$ cat src/rtl/amp_comp_flex.sv
// amp_comp_flex: sliding-window amplitude compressor with valid qualification.
// Keeps the last WINDOW accepted signed samples and tracks the window peak magnitude.
// When that peak exceeds the threshold, the oldest sample is attenuated in
// proportion to the excess. The result is produced through a 2-stage registered pipeline.
//
// Parameters: DATA_W (sample width), WINDOW (depth), THR_W (threshold width),
//             RATIO_SH (extra right shift of the reduction term).
// Ports:
//   clk        system clock
//   rst        asynchronous active-high reset
//   in_valid   sample strobe, in_data accepted when 1
//   in_data    signed input sample
//   in_thresh  threshold, T = in_thresh << (DATA_W-1-THR_W)
//   bypass     pass the oldest sample unmodified (same latency)
//   out_valid  output strobe
//   out_data   signed compressed sample (held between strobes)
//   comp_count 16-bit saturating count of compressed outputs
//              (only when AMP_COMP_STATS_EN is defined)
module amp_comp_flex #(
   parameter int unsigned DATA_W   = 16,
   parameter int unsigned WINDOW   = 4,
   parameter int unsigned THR_W    = 4,
   parameter int unsigned RATIO_SH = 0
) (
   input  logic              clk,
   input  logic              rst,
   input  logic              in_valid,
   input  logic [DATA_W-1:0] in_data,
   input  logic [THR_W-1:0]  in_thresh,
   input  logic              bypass,
   output logic              out_valid,
   output logic [DATA_W-1:0] out_data
`ifdef AMP_COMP_STATS_EN
   ,
   output logic [15:0]       comp_count
`endif
);

   localparam int unsigned       FILL_W  = $clog2(WINDOW + 1);
   localparam logic [FILL_W-1:0] FULL    = FILL_W'(WINDOW);
   localparam logic [DATA_W-1:0] MAG_MAX = {1'b0, {(DATA_W-1){1'b1}}};
   localparam logic [DATA_W-1:0] NEG_MIN = {1'b1, {(DATA_W-1){1'b0}}};

   // Magnitude with the most negative value saturated to the largest positive value.
   function automatic logic [DATA_W-1:0] mag_f(input logic [DATA_W-1:0] x);
      if (x == NEG_MIN)       return MAG_MAX;
      else if (x[DATA_W-1])   return -x;
      else                    return x;
   endfunction

   logic [DATA_W-1:0] win_q [WINDOW];
   logic [FILL_W-1:0] fill_q, fill_d;
   logic              acc_q, acc_d;     // previous edge accepted a sample into a full window

   logic [DATA_W-1:0] peak_c, thr_c;
   logic [DATA_W-1:0] peak_q, s1_q, t1_q;
   logic              byp1_q, v1_q;

   logic [DATA_W-1:0] mag_s1_c, exc_c, red_c, cmp_c;
   logic [DATA_W-1:0] out_data_q, out_data_d;
   logic              out_valid_q;

   always_comb begin
      fill_d = fill_q;
      if (in_valid && (fill_q != FULL)) fill_d = fill_q + FILL_W'(1);
      acc_d = in_valid && (fill_d == FULL);

      thr_c = {1'b0, in_thresh, {(DATA_W-1-THR_W){1'b0}}};

      peak_c = '0;
      for (int unsigned i = 0; i < WINDOW; i++) begin
         if (mag_f(win_q[i]) > peak_c) peak_c = mag_f(win_q[i]);
      end

      mag_s1_c = mag_f(s1_q);
      exc_c    = (peak_q > t1_q) ? (peak_q - t1_q) : '0;
      // Both truncating shifts folded into one: the full 2*DATA_W product is kept until then.
      red_c    = DATA_W'(({{DATA_W{1'b0}}, mag_s1_c} * {{DATA_W{1'b0}}, exc_c})
                         >> (DATA_W - 1 + RATIO_SH));
      cmp_c    = mag_s1_c - red_c;

      out_data_d = out_data_q;
      if (v1_q) out_data_d = byp1_q ? s1_q : (s1_q[DATA_W-1] ? -cmp_c : cmp_c);
   end

   always_ff @(posedge clk or posedge rst) begin
      if (rst) begin
         for (int unsigned i = 0; i < WINDOW; i++) win_q[i] <= '0;
         fill_q <= '0;
         acc_q  <= 1'b0;
      end else begin
         if (in_valid) begin
            win_q[0] <= in_data;
            for (int unsigned i = 1; i < WINDOW; i++) win_q[i] <= win_q[i-1];
         end
         fill_q <= fill_d;
         acc_q  <= acc_d;
      end
   end

   // Stage 1 reads the window as it stood after the accepting edge, before any further shift.
   always_ff @(posedge clk or posedge rst) begin
      if (rst) begin
         peak_q <= '0;
         s1_q   <= '0;
         t1_q   <= '0;
         byp1_q <= 1'b0;
         v1_q   <= 1'b0;
      end else begin
         v1_q <= acc_q;
         if (acc_q) begin
            peak_q <= peak_c;
            s1_q   <= win_q[WINDOW-1];
            t1_q   <= thr_c;
            byp1_q <= bypass;
         end
      end
   end

   always_ff @(posedge clk or posedge rst) begin
      if (rst) begin
         out_valid_q <= 1'b0;
         out_data_q  <= '0;
      end else begin
         out_valid_q <= v1_q;
         out_data_q  <= out_data_d;
      end
   end

   assign out_valid = out_valid_q;
   assign out_data  = out_data_q;

`ifdef AMP_COMP_STATS_EN
   logic [15:0] cnt_q;

   always_ff @(posedge clk or posedge rst) begin
      if (rst) begin
         cnt_q <= '0;
      end else if (v1_q && !byp1_q && (red_c != '0) && (cnt_q != 16'hFFFF)) begin
         cnt_q <= cnt_q + 16'd1;
      end
   end

   assign comp_count = cnt_q;
`endif

endmodule

$ cat config.mk
export PLATFORM = sky130hd
export DESIGN_NAME = amp_comp_flex
export DESIGN_NICKNAME = d
export VERILOG_FILES = /design/src/rtl/amp_comp_flex.sv
export SDC_FILE = /design/constraint.sdc
export NUM_CORES = 1
export LEC_CHECK = 0
export CORE_ASPECT_RATIO = 0.9
export CORE_UTILIZATION = 40
export CTS_CLUSTER_DIAMETER = 120
export DETAILED_ROUTE_END_ITERATION = 7
export GPL_ROUTABILITY_DRIVEN = 0
export GPL_TIMING_DRIVEN = 0
export PLACE_DENSITY_LB_ADDON = 0.12
export SLEW_MARGIN = 20
export SYNTH_ARGS = -nofsm -noshare
export SYNTH_HDL_FRONTEND = slang
export SYNTH_SLANG_ARGS = --single-unit
$ cat constraint.sdc
create_clock -name clk -period 16.6 [get_ports clk]
set_clock_uncertainty 0.2 [all_clocks]
set_input_delay 2.49 -clock clk [delete_from_list [all_inputs] [get_ports clk]]
set_output_delay 2.49 -clock clk [all_outputs]
set_load 0.01 [all_outputs]
; ---- Word level (Yosys, flattened, before mapping)
; Cells that the tools add are included.
; W data, S select, Z words.
[totals]
register_bits = 123
latch_bits = 0
ram_bits = 0
mem_bits_ro = 0
inputBits = 24
word_cells = 55
memories = 0
[op_classes]
n_addsub = 9
multipliers = 1
n_div = 0
n_lt_le_gt_ge = 5
n_eq_ne = 7
n_shift = 0
mux = 18
n_bitwise = 0
n_reduce_logical = 2
[ops]
columns = op, count
row1 = $mux W16, 17
row2 = $neg A16 Y16, 6
row3 = $eq A16 B16 Y1 const B, 5
row4 = $gt A16 B16 Y1, 3
row5 = $mul A16 B16 Y31, 1
row6 = $gt A16 B1 Y1 const B, 1
row7 = $gt A16 B15 Y1, 1
row8 = $sub A16 B15 Y16, 1
row9 = $sub A16 B16 Y16, 1
row10 = $add A3 B1 Y3 const B, 1
row11 = $eq A3 B3 Y1 const B, 1
row12 = $mux W3, 1
row13 = $ne A3 B3 Y1 const B, 1
row14 = $logic_and A1 B1 Y1, 2

; ---- Depth between registers and ports, before layout
; Gate-level depths: netlist of run 1.
[logic_depth]
depth_word = 11
depth_mapped = 42
mapped_depth_nobuf = 40

; ---- Worst setup path after synthesis of run 1
; OpenSTA, ideal clock, no wires.
[synth_path]
path_kind = reg2reg
start = register s1_q[0]
end = register out_data_q[15], in the netlist out_data[15]
setup_ns = 0.132
t_arrival_ns = 10.207
t_required_ns = 16.268
slack_ns = 6.061
stages_incl_launch_ff = 42
synth_period_minus_slack_ns = 10.539
path_cell_list = dfrtp_1 inv_1 ha_1 nor3b_1 nand2_1 or4_1 clkbuf_1 and2_1 clkbuf_1 inv_2 clkbuf_1 nand2_1 fa_1 inv_1 fa_1 inv_1 fa_1 inv_1 [6 not listed] a211o_1 a211oi_1 o2111ai_1 o31ai_1 a21oi_2 a21oi_1 o21ai_1 a41oi_1 xor2_1 ha_1 a21o_1 a21o_1 o21a_1 o31ai_1 or3b_2 o41ai_2 xnor2_1 o221ai_2
[synth_between]
elab_chain_cells = 8
elab_cells_between_ends = 9
[synth_rtl]
columns = element, line
row1 = "start, declared", 56  ; logic [DATA_W-1:0] peak_q, s1_q, t1_q;
row2 = "start signal, assigned", 113  ; s1_q <= win_q[WINDOW-1];
row3 = $neg A16 Y16, 47  ; else if (x[DATA_W-1]) return -x;
row4 = $mux W16, 47
row5 = $mux W16 *, 46  ; if (x == NEG_MIN) return MAG_MAX;
row6 = $mul A16 B16 Y31, 78  ; red_c = DATA_W'(({{DATA_W{1'b0}}, mag_s1_c} * {{DATA_W{1'b0}}, exc_c})
row7 = $sub A16 B16 Y16 *, 80  ; cmp_c = mag_s1_c - red_c;
row8 = $neg A16 Y16, 83  ; if (v1_q) out_data_d = byp1_q ? s1_q : (s1_q[DATA_W-1] ? -cmp_c : cmp_c);
row9 = $mux W16 * (2 in series), 83
row10 = "end signal, assigned", 126  ; out_data_q <= out_data_d;
row11 = "end, declared", 60  ; logic [DATA_W-1:0] out_data_q, out_data_d;
; Every way passes the cells marked *; elsewhere a longest branch is shown, timed or not.
; A chain may end at the register's enable or synchronous reset.

; ---- Worst setup path in the final report of run 1
; Ends and elaborated chain as after synthesis.

==> key figures, run 1 <==
Run status
  • Outcome: completed

Clocking
  • CTS root buf: clkbuf_16
  • CTS HTree Levels: 4
  • CTS tree: yes
  • Reg clk slew, reported paths: 60 ps
  • Clock buffer depth: 2
  • Hold-fix buffers, CTS: 0
  • Clk_lat worst skew: 430 ps
  • PostCTS Resize Cnt: 0
  • Post-CTS Setup Bufs: 0
  • Clk sink count: 123
  • CTS Buf Count: 17

Cells and area
  • Layout area overhead: 9.56%
  • # fillers: 4356
  • Antenna cells: 0
  • Area of the multi-input gates: 13200 sq um
  • Layout cells sized above 1: 7.01%
  • Layout Utilization: 44.8%
  • Layout net count: 2506
  • Final Instance Area: 19400 sq um
  • FF/Latch Area: 3080 sq um

Synth
  • Cells after synthesis: 2051
  • Ys flop type: dfrtp_1
  • Syn_area_per_cell: 8.62 sq um
  • Largest family of logic cells by synthesized area: adder cells
  • Sequential cell area fraction in the yosys report: 17.4%
  • Adder-Cell Fraction of Synth Area: 34.4%
  • Post-Synth XOR/XNOR Area: 4.84%
  • Post-synth top cells: 285 x nand2_1, 283 x inv_1, 194 x fa_1, 176 x ha_1, 167 x nor2_1
  • Synth area leaders: fa_1 22%, dfrtp_1 17%, ha_1 12%
  • Area leader, netlist: fa_1
  • Warnings, synthesis: 0
  • Synth top area share: 22.0%
  • Yosys reg bits: 123
  • Post-synthesis compound-gate area fraction: 13.2%
  • Mux contribution to synthesized area: 5.52%
  • Mapped cell area: 17700 sq um
  • Simple-Gate Fraction of Synth Area: 16.4%
  • Synthesized Nets: 2445
  • EDFF count, synth: 0
  • Synth cell types: 76
  • Async set or reset register ratio after synthesis: 100%
  • Most common cell in the synthesized netlist: nand2_1

STA
  • RSZ-0062 raised after global routing: false
  • Final hold vios: 0
  • TNS Setup: 0 ps
  • Worst slew margin: 36.4%
  • Min cycle time layout: 12970 ps
  • Final Cycle Share: 78.1%
  • Hold slack: 189 ps
  • Fmax: 77.1 MHz
  • # setup viols final: 0
  • Worst-Margin Slew: 951 ps
  • Final number of max-transition violations: 0

Global route
  • Initial antenna violation count: 0
  • Largest net degree at the start of global routing: 98
  • Total congestion overflow: 0
  • Vias in the first global route: 15.1k
  • GR Util All Layers: 24.8%
  • First-pass GRT wire length: 85900 um

Drt
  • Post-DR wirelength/cell: 19.9 um
  • ANT nets after route: 0
  • Iter 0 DRT Violations: 1125
  • Vias per cell: 5.52
  • DR vias: 14.8k
  • Routed WL: 53400 um
  • DRC: 0
  • 1st-pass router iterations: 5

Placement
  • Placed cell area: 18800 sq um
  • Dpl hpwl: 44000 um
  • I/O Buffers: 40

Floorplan
  • Die Area: 45000 sq um
  • Io pins: 41
  • Rows: 72
  • Initial Util: 40.9%
  • Core ar.: 43200 sq um
  • Die width: 224 um
  • Die height: 201 um

Job
  • Number of max-cap violations: 0

Setup path
  • Worst EP required: 16690 ps
  • Worst-path fanout max: 11
  • Reg2Reg Setup Slack: 3630 ps
  • CP Data Arrival Time: 13060 ps
  • Crit-path max cell delay: 720 ps
  • CP Launch Type: flip-flop
  • WS Path Type: reg2reg
  • Most used cell, CP: fa_1
  • Worst Reg-to-Reg Cells: 39
  • Critical path's slowest cell: clkbuf_1
  • Worst Setup EP: out_data[15]$_DFFE_PP0P_
  • Crit. End Element: flip-flop
  • Reg-to-Reg End: out_data[15]$_DFFE_PP0P_
  • Critical Path Source: s1_q[0]$_DFFE_PP0P_
  • FF-to-FF Start: s1_q[0]$_DFFE_PP0P_

Worst hold path
  • Min-delay worst type: reg2reg
registers in the layout, indices dropped and copies added (netlist names):
signal     count
acc_q          1
byp1_q         1
fill_q         3
out_data      16
out_valid      1
peak_q        16
s1_q          16
t1_q           4
v1_q           1
win_q         64
cells in the final DEF, fill, tap and decap left out, types with 42 or more instances in the layout:
master    Yosys  final
nand2_1     285    285
inv_1       283    282
fa_1        194    194
ha_1        176    176
nor2_1      167    167
dfrtp_1     123    123
clkbuf_1     83     85
mux2_2       82     82
o21ai_0      76     76
xor2_1       53     53
a21oi_1      46     46
xnor2_1      42     42
worst min path at each step:
stage / from / end / slack (ps) / depth (start not counted)
3_5_place_dp: v1_q$_DFF_PP0_ / out_valid$_DFF_PP0_ / 170 / 0
3_3_place_gp: v1_q$_DFF_PP0_ / out_valid$_DFF_PP0_ / 180 / 0
2_1_floorplan: v1_q$_DFF_PP0_ / out_valid$_DFF_PP0_ / 150 / 0
5_1_grt: v1_q$_DFF_PP0_ / out_valid$_DFF_PP0_ / 210 / 0
4_1_cts: v1_q$_DFF_PP0_ / out_valid$_DFF_PP0_ / 190 / 0
6_report: v1_q$_DFF_PP0_ / out_valid$_DFF_PP0_ / 190 / 0
critical path, delay by kind of cell, from the launching register on:
kind / cells / cell delay [ps]
flip-flops: 1 / 540
AO/OA/AOI/OAI: 14 / 4090
buffers and inverters: 8 / 1830
XOR/XNOR: 2 / 430
adder cells (fa/ha/maj): 9 / 3740
AND/OR/NAND/NOR: 6 / 2010
per-stage QoR:
step,cells,setup slack [ps]
3_3_place_gp,2646,3720
2_1_floorplan,2051,6060
5_1_grt,2680,2760
6_report,2680,3630
4_1_cts,2680,3610
3_5_place_dp,2648,3660
area by class of cell:
class,count,share of cell area (%)
multi-input cells,1546,68.0
flip-flops and latches,123,15.9
inverters,290,5.66
well taps,555,3.59
repair buffers,42,2.25
clock buffers,19,2.24
plain buffers,92,1.82
clock inverters,13,0.556
metal layers:
metal	up-vias	global-route usage, %	part of all wire [%]
met3	44	4.15	7.1
met2	462	35.5	41
met4	0	5.01	1.4
met1	7384	38.6	51
li1	6916	-	-
met5	-	0	0
cell families (layout without fill, tap and decap cells):
kind of cell,count (synthesis),in the layout
adders and majority gates,370,370
buffers and inverters,382,456
muxes,87,87
and+or+nand+nor,647,647
xor gates and xnor gates,96,96
DFF,123,123
AOI/OAI and AO/OA,346,346
Power of run 1 is not shown: default switching activity piles up to over one toggle a cycle in this logic, so the estimate is an artifact.
==> run 2, diff against run 1 <==
==> constraint.sdc (replaced) <==
create_clock -name clk -period 11.1 [get_ports clk]
set_clock_uncertainty 0.2 [all_clocks]
set_input_delay 1.665 -clock clk [delete_from_list [all_inputs] [get_ports clk]]
set_output_delay 1.665 -clock clk [all_outputs]
set_load 0.01 [all_outputs]
==> run 2 against run 1 <==
  * Global-route usage rose by 0.14 points
  * Final area grew 3.1%
  * Critical path depth shrank 3
  * Die area unchanged
  * Critical endpoint unchanged
  * Count of clock-buffer cells in the layout is the same
  * Final cell count is 0.37% higher
  * Wire length rose by 1.1%
  * Utilization up 1.4 points
  * First-iteration DRC count is 1.3% higher
  * Hold slack lost 0.66 ps
  * Highest routed layer unchanged
  * Via count up 0.41%
  * Register-to-register slack got worse by 3300 ps
==> key figures, run 2 (synthesis results as in run 1) <==
Drt
  • Iter 0 DRT Violations: 1140
  • DRC: 0
  • Routed WL: 53900 um
  • Vias per cell: 5.53
  • 1st-pass router iterations: 5
  • Post-DR wirelength/cell: 20.1 um
  • DR vias: 14.9k
  • ANT nets after route: 0

Setup path
  • Reg2Reg Setup Slack: 350 ps
  • Most used cell, CP: fa_1
  • Reg-to-Reg End: out_data[15]$_DFFE_PP0P_
  • Worst Reg-to-Reg Cells: 36
  • CP Launch Type: flip-flop
  • Worst-path fanout max: 7
  • CP Data Arrival Time: 10840 ps
  • Critical path's slowest cell: or4_4
  • Crit-path max cell delay: 610 ps
  • FF-to-FF Start: s1_q[7]$_DFFE_PP0P_
  • Worst EP required: 11190 ps
  • WS Path Type: reg2reg
  • Crit. End Element: flip-flop

STA
  • Min cycle time layout: 10750 ps
  • Setup slack after layout: 346 ps
  • Final hold vios: 0
  • Worst slew margin: 37.5%
  • Fmax: 93.0 MHz
  • # setup viols final: 0
  • Final number of max-transition violations: 0
  • Worst-Margin Slew: 934 ps
  • Final Cycle Share: 96.9%

Cells and area
  • Largest register by flop count: win_q
  • Layout area overhead: 12.9%
  • Layout cells sized above 1: 11.8%
  • Max reg flops: 64
  • Area of the multi-input gates: 13500 sq um
  • Antenna cells: 0
  • Commonest non-fill, non-tap cell in the layout: nand2_1
  • Layout net count: 2516
  • Most frequent cells in the layout: 280 x nand2_1, 277 x inv_1, 194 x fa_1, 173 x ha_1, 166 x nor2_1
  • FF/Latch Area: 3080 sq um
  • # fillers: 4299

Clocking
  • Clk_lat worst skew: 430 ps
  • Clk sink count: 123
  • CTS root buf: clkbuf_16
  • Reg clk slew, reported paths: 60 ps
  • Clock buffer depth: 2
  • Hold-fix buffers, CTS: 0
  • CTS tree: yes
  • CTS Buf Count: 17
  • CTS HTree Levels: 4

Floorplan
  • Die Area: 45000 sq um
  • Core ar.: 43200 sq um
  • Initial Util: 40.9%
  • Io pins: 41
  • Die width: 224 um
  • Die height: 201 um
  • Rows: 72

Worst hold path
  • Hold path depth: 0
  • End of the worst hold path: out_valid$_DFF_PP0_
  • Min-delay worst type: reg2reg
  • Hold path startpoint: v1_q$_DFF_PP0_

Global route
  • Vias in the first global route: 15.2k
  • Largest net degree at the start of global routing: 98
  • First-pass GRT wire length: 86300 um
  • Initial antenna violation count: 0
  • GR Util All Layers: 24.9%
  • Total congestion overflow: 0

Run status
  • Outcome: completed

Placement
  • Setup WS pre-CTS: -1840 ps
  • I/O Buffers: 40
  • Dpl hpwl: 44000 um

Job
  • Number of max-cap violations: 0
-- run 2: cell types whose count changed in the layout (fill, tap and decap cells not counted), moves of 5 or more --
cell	delta
clkbuf_2	+5
clkbuf_1	-31
inv_1	-5
clkbuf_4	+6
nand2_1	-5
and2_4	+7
buf_4	+30
and2_1	-8
inv_2	-5
-- run 2: metal layers --
| metal | track usage, % | routed length (um) |
|---|---|---|
| met5 | 0 | 0 |
| met4 | 4.77 | 717 |
| met2 | 36.0 | 22200 |
| met1 | 38.7 | 27500 |
| met3 | 4.15 | 3540 |
-- run 2: area by class of cell --
type                       count  share of cell area, %
clock inverter                13                  0.539
sequential                   123                   15.5
timing repair buffer          69                   3.20
multi-input combinational   1546                   67.7
buffer                        75                   1.69
clock buffer                  19                   2.17
inverter                     290                   5.74
tap                          555                   3.48
-- run 2: worst max-delay path, delay by kind of cell, from the launching register on --
kind | cells | cell delay [ps]
adders and majority gates | 8 | 3570
AOI/OAI and AO/OA | 12 | 3240
and+or+nand+nor | 8 | 2140
xor gates and xnor gates | 3 | 490
DFF | 1 | 480
buffers and inverters | 5 | 450
-- run 2: worst max path at each step --
| stage | slack [ps] | to | start |
|---|---|---|---|
| floorplan | 560 | out_data[15]$_DFFE_PP0P_ | s1_q[0]$_DFFE_PP0P_ |
| detailed placement | -1840 | out_data[15]$_DFFE_PP0P_ | s1_q[0]$_DFFE_PP0P_ |
| global placement | -1780 | out_data[15]$_DFFE_PP0P_ | s1_q[0]$_DFFE_PP0P_ |
| global route | -50 | out_data[15]$_DFFE_PP0P_ | s1_q[1]$_DFFE_PP0P_ |
| CTS | 20 | out_data[12]$_DFFE_PP0P_ | s1_q[0]$_DFFE_PP0P_ |
| finish | 350 | out_data[15]$_DFFE_PP0P_ | s1_q[7]$_DFFE_PP0P_ |
-- run 2: repair_timing --
action / CTS / global route
pin swaps: 3 / 18
gates resized for setup: 53 / 88
setup endpoints to repair: 15 / 26
setup buffers: 12 / 15
-- run 2: per-stage QoR --
step	util, %	instances	area, sq um	hold WS [ps]	TNS, ps
global route	46.1	2690	20000	207	-90.9
floorplan	-	2051	17700	152	0
finish	46.1	2690	20000	188	0
detailed placement	43.5	2648	18800	174	-15710
global placement	43.4	2646	18800	181	-15020
CTS	45.3	2678	19600	189	0
Power of run 2 is left out for the same reason.
==> run 3, diff against run 2 <==
==> constraint.sdc (replaced) <==
create_clock -name clk -period 11.1 [get_ports clk]
set_clock_uncertainty 0.2 [all_clocks]
set_input_delay 2.22 -clock clk [delete_from_list [all_inputs] [get_ports clk]]
set_output_delay 2.22 -clock clk [all_outputs]
set_load 0.01 [all_outputs]
==> results of run 3 <==
Same layout as run 2 (identical final DEF). Status: completed.
Power of run 3 is left out for the same reason.
